**src/rtl/pipeline_ctrl.sv**
```systemverilog
// Pipeline hazard controller: load-use stall, multi-cycle multiply hold, branch squash.
// Macro PIPELINE_CTRL_MULT_STALL_EN enables the multi-cycle multiply (MULT state).
module pipeline_ctrl #(
    parameter int MULT_LAT = 4
) (
    input  logic        clk,
    input  logic        rst_n,
    input  logic [4:0]  id_regA,
    input  logic [4:0]  id_regB,
    input  logic        id_useA,
    input  logic        id_useB,
    input  logic        id_mult,
    input  logic        id_jump_or_branch,
    input  logic [4:0]  ex_write_reg,
    input  logic        ex_mem_read,
    output logic        lock_if,
    output logic        lock_id,
    output logic        lock_ex,
    output logic        bubble_ex,
    output logic        bubble_mem,
    output logic        squash_id,
    output logic [1:0]  state,
    output logic [15:0] stall_cycles
);
    typedef enum logic [1:0] {
        RUN     = 2'd0,
        MULT    = 2'd1,
        FLUSH   = 2'd2,
        ILLEGAL = 2'd3
    } state_t;

    state_t st;
    logic   hazard;
    logic   a_hit, b_hit;

    assign state = st;

    // Gated by rst_n so the combinational stall path stays quiet during reset.
    always_comb begin
        a_hit  = id_useA && (id_regA == ex_write_reg);
        b_hit  = id_useB && (id_regB == ex_write_reg);
        hazard = rst_n && (st == RUN) && ex_mem_read && (ex_write_reg != 5'd0) && (a_hit || b_hit);
    end

    always_comb begin
        lock_if    = 1'b0;
        lock_id    = 1'b0;
        lock_ex    = 1'b0;
        bubble_ex  = 1'b0;
        bubble_mem = 1'b0;
        squash_id  = 1'b0;
        case (st)
            RUN: begin
                lock_if   = hazard;
                lock_id   = hazard;
                bubble_ex = hazard;
            end
            MULT: begin
                lock_if    = 1'b1;
                lock_id    = 1'b1;
                lock_ex    = 1'b1;
                bubble_mem = 1'b1;
            end
            FLUSH:   squash_id = 1'b1;
            default: ;
        endcase
    end

`ifdef PIPELINE_CTRL_MULT_STALL_EN
    logic [4:0] cnt;

    // Counter loads MULT_LAT-2 so MULT lasts MULT_LAT-1 cycles after the RUN cycle.
    always_ff @(posedge clk or negedge rst_n) begin
        if (!rst_n) begin
            st  <= RUN;
            cnt <= 5'd0;
        end else begin
            case (st)
                RUN: begin
                    if (!hazard) begin
                        if (id_mult) begin
                            st  <= MULT;
                            cnt <= 5'(MULT_LAT - 2);
                        end else if (id_jump_or_branch) begin
                            st <= FLUSH;
                        end
                    end
                end
                MULT: begin
                    if (cnt == 5'd0) st <= RUN;
                    else             cnt <= cnt - 5'd1;
                end
                FLUSH:   st <= RUN;
                default: st <= RUN;
            endcase
        end
    end
`else
    logic unused_mult;
    assign unused_mult = id_mult ^ (MULT_LAT > 16);

    always_ff @(posedge clk or negedge rst_n) begin
        if (!rst_n) begin
            st <= RUN;
        end else begin
            case (st)
                RUN:     if (!hazard && id_jump_or_branch) st <= FLUSH;
                default: st <= RUN;
            endcase
        end
    end
`endif

    always_ff @(posedge clk or negedge rst_n) begin
        if (!rst_n)                                  stall_cycles <= 16'd0;
        else if (lock_if && stall_cycles != 16'hFFFF) stall_cycles <= stall_cycles + 16'd1;
    end
endmodule

```
**config.mk**
```make
export PLATFORM = sky130hd
export DESIGN_NAME = pipeline_ctrl
export DESIGN_NICKNAME = d
export VERILOG_FILES = /design/src/rtl/pipeline_ctrl.sv
export SDC_FILE = /design/constraint.sdc
export NUM_CORES = 1
export LEC_CHECK = 0
export ABC_CLOCK_PERIOD_IN_PS = 3100
export BUFFER_PORTS_ARGS = -buffer_cell sky130_fd_sc_hd__buf_2
export CAP_MARGIN = 15
export CORE_ASPECT_RATIO = 1.1
export CORE_MARGIN = 8
export CORE_UTILIZATION = 50
export DETAILED_ROUTE_END_ITERATION = 10
export PLACE_DENSITY = 0.92
export SYNTH_ARGS = -nofsm -noshare
export SYNTH_HDL_FRONTEND = slang
export SYNTH_SLANG_ARGS = --single-unit
```
**constraint.sdc**
```tcl
create_clock -name clk -period 3.1 [get_ports clk]
set_clock_uncertainty 0.1 [all_clocks]
set_input_delay 0.465 -clock clk [delete_from_list [all_inputs] [get_ports clk]]
set_output_delay 0.465 -clock clk [all_outputs]
set_load 0.1 [all_outputs]
```
==> impl_metrics.env <==
export IMPL_cts_tree="yes"
export IMPL_clk_pin_slew_ps=90
export IMPL_power_leakage_nw=0.652
export IMPL_die_h_um=64.7
export IMPL_setup_tns_ps=0
export IMPL_yosysMostFrequentCell="xnor2_1"
export IMPL_grt_setup_unrepaired="false"
export IMPL_io_buffers=41
export IMPL_clock_fmax_ghz=0.423
export IMPL_antenna_found_initial=0
export IMPL_grt_pass1_wl_mm=4.34
export IMPL_cp_max_fo=16
export IMPL_via_per_inst=5.25
export IMPL_async_flop_share_pct=100
export IMPL_utilization_pct=67.0
export IMPL_period_minus_slack_ps=2370
export IMPL_dieArea_mm2=0.00390
export IMPL_worst_setup_path_end_kind="primary output"
export IMPL_holdWs_ps=58.2
export IMPL_ff_latch_area_um2=425
export IMPL_synth_top_area_share_pct=39.5
export IMPL_setup_ws_ps=734
export IMPL_final_layout_size_suffix_gt1_share_pct=35.8
export IMPL_cts_root_buf="clkbuf_4"
export IMPL_finalPower_mw=0.497
export IMPL_die_width_um=60.3
export IMPL_postCtsHoldBufs=0
export IMPL_post_cts_resized=0
export IMPL_synth_cell_types=27
export IMPL_p_per_area_mw_per_mm2=367
export IMPL_ys_seq_elements=17
export IMPL_multiInputGateArea_um2=594
export IMPL_fillCellCount=164
export IMPL_clock_sinks=17
export IMPL_rows=17
export IMPL_io_pins=46
export IMPL_place_congestion=0.848
export IMPL_post_layout_nonfiller_instances=179
export IMPL_yosys_top_cells_area="dfrtp_1, xnor2_1, nand4_1"
export IMPL_dpl_hpwl_mm=2.07
export IMPL_slowest_delay_ps=280
export IMPL_hold_path_class="input pin to asynchronous set/reset pin"
export IMPL_synth_cell_area_mm2=0.00108
export IMPL_post_place_ws_ps=734
export IMPL_hold_viol=0
export IMPL_yosysTopAreaCell="dfrtp_1"
export IMPL_core_mm2=0.00202
export IMPL_syn_avg_cell_area_um2=9.79
export IMPL_overflow=0
export IMPL_vias=940
export IMPL_status="complete, no violations"
export IMPL_fin_nets=175
export IMPL_synth_edf_count=0
export IMPL_dp_cells=175
export IMPL_start_kind="input pin"
export IMPL_track_usage_pct=14.4
export IMPL_wl_per_cell_um=15.1
export IMPL_finalInstanceArea_mm2=0.00135
export IMPL_synth_commonest_cells="xnor2_1, dfrtp_1, nand4_1"
export IMPL_ir_worst_vdd_uv=364
export IMPL_worstPathArrival_ps=1800
export IMPL_wirelength_mm=2.70
export IMPL_path_cells="buf_2 -> xnor2_1 -> nand4_1 -> o22ai_2 -> buf_4 -> and2_2 -> buf_12"
export IMPL_postCtsSetupRepairBufs=0
export IMPL_place_area_mm2=0.00133
export IMPL_yosys_warnings=0
export IMPL_dr_first_iter_drc_count=44
export IMPL_cts_made_buffers=3
export IMPL_start_util_pct=53.3
export IMPL_critPathRequiredTime_ps=2530
export IMPL_crit_slowest_cell="and2_2"
export IMPL_areaGrowthSynthToFinish_pct=25.7
export IMPL_grt_max_degree=18
export IMPL_finalSetupViolations=0
export IMPL_syn_inst=110
export IMPL_synth_main_ff_cell="dfrtp_1"
export IMPL_grt_pass1_vias=959
export IMPL_timing_final_crit_share_pct=76.3
export IMPL_criticalPathCategory="input pin to primary output"
export IMPL_drc_errors=0
export IMPL_drv_slew=0
export IMPL_ys_seq_area_share_pct=39.5
export IMPL_rrSetupSlack_ps=910
export IMPL_clk_latency_ps=290
export IMPL_diodes=0
export IMPL_drv_cap=0
export IMPL_first_pass_iters=4
export IMPL_drtAntennaViolNets=0
export IMPL_h_tree_depth=1
export IMPL_clockBufferDepth=2
## path summary, 6_finish.rpt
path | from | to | cells after the start
worst max-delay path | ex_write_reg[1] | lock_id | 7
worst min-delay path | rst_n | stall_cycles[7] | 2
worst max register to register | stall_cycles[0] | stall_cycles[1] | 6
worst min register to register | state[1] | state[1] | 1
max in group asynchronous | rst_n | stall_cycles[2] | 2
min in group clk | id_jump_or_branch | state[1] | 2
## cells by family (layout without fill, tap and decap cells)
kind of cell	after synthesis	after routing	share of synthesized area (%)
AO/OA/AOI/OAI	3	3	2.21
XOR/XNOR	24	24	19.5
adder cells (fa/ha/maj)	1	1	1.16
buffers and inverters	9	48	6.16
flip-flops	17	17	39.5
multiplexers	2	2	2.44
other	1	3	0.348
AND/OR/NAND/NOR	53	53	28.7
## area by class of cell
cell class              count  area share [%]
multi-input cells          86            43.9
flip-flops and latches     17            31.4
clock buffers               4            1.94
well taps                  28            2.59
repair buffers             44            20.1
## worst max-delay path: cells and delay by family
family,cells,cell delay [ps]
xor gates and xnor gates,1,180
buffers and inverters,3,560
AOI/OAI and AO/OA,1,170
and+or+nand+nor,2,420
## placed cells by master (no fill, tap or decap), drive strengths merged, types with 2 or more instances in the layout
| master | Yosys | final |
|---|---|---|
| dfrtp | 17 | 17 |
| nand4 | 12 | 12 |
| mux2 | 2 | 2 |
| nand3b | 2 | 2 |
| nand2 | 9 | 9 |
| nor2 | 6 | 6 |
| buf | 9 | 44 |
| clkbuf | 0 | 4 |
| nand3 | 8 | 8 |
| conb | 1 | 3 |
| nor3 | 2 | 2 |
| and3 | 8 | 8 |
| xnor2 | 24 | 24 |
## flip-flops by register name (all words and copies together) (netlist names)
signal	count
state	1
stall_cycles	16
## routing by layer
metal,global-route usage [%],up-vias,part of all wire [%]
met3,5.92,5,12
met4,5.37,0,1.5
met2,23.3,44,44
met1,16.3,431,42
li1,-,460,-
met5,0,-,0
## power by group
| group | switching, mW | total [mW] | internal [mW] |
|---|---|---|---|
| sequential | 0.00862 | 0.237 | 0.228 |
| combinational | 0.107 | 0.142 | 0.0355 |
| clock | 0.0671 | 0.117 | 0.0501 |
(Power assumes the default switching activity.)
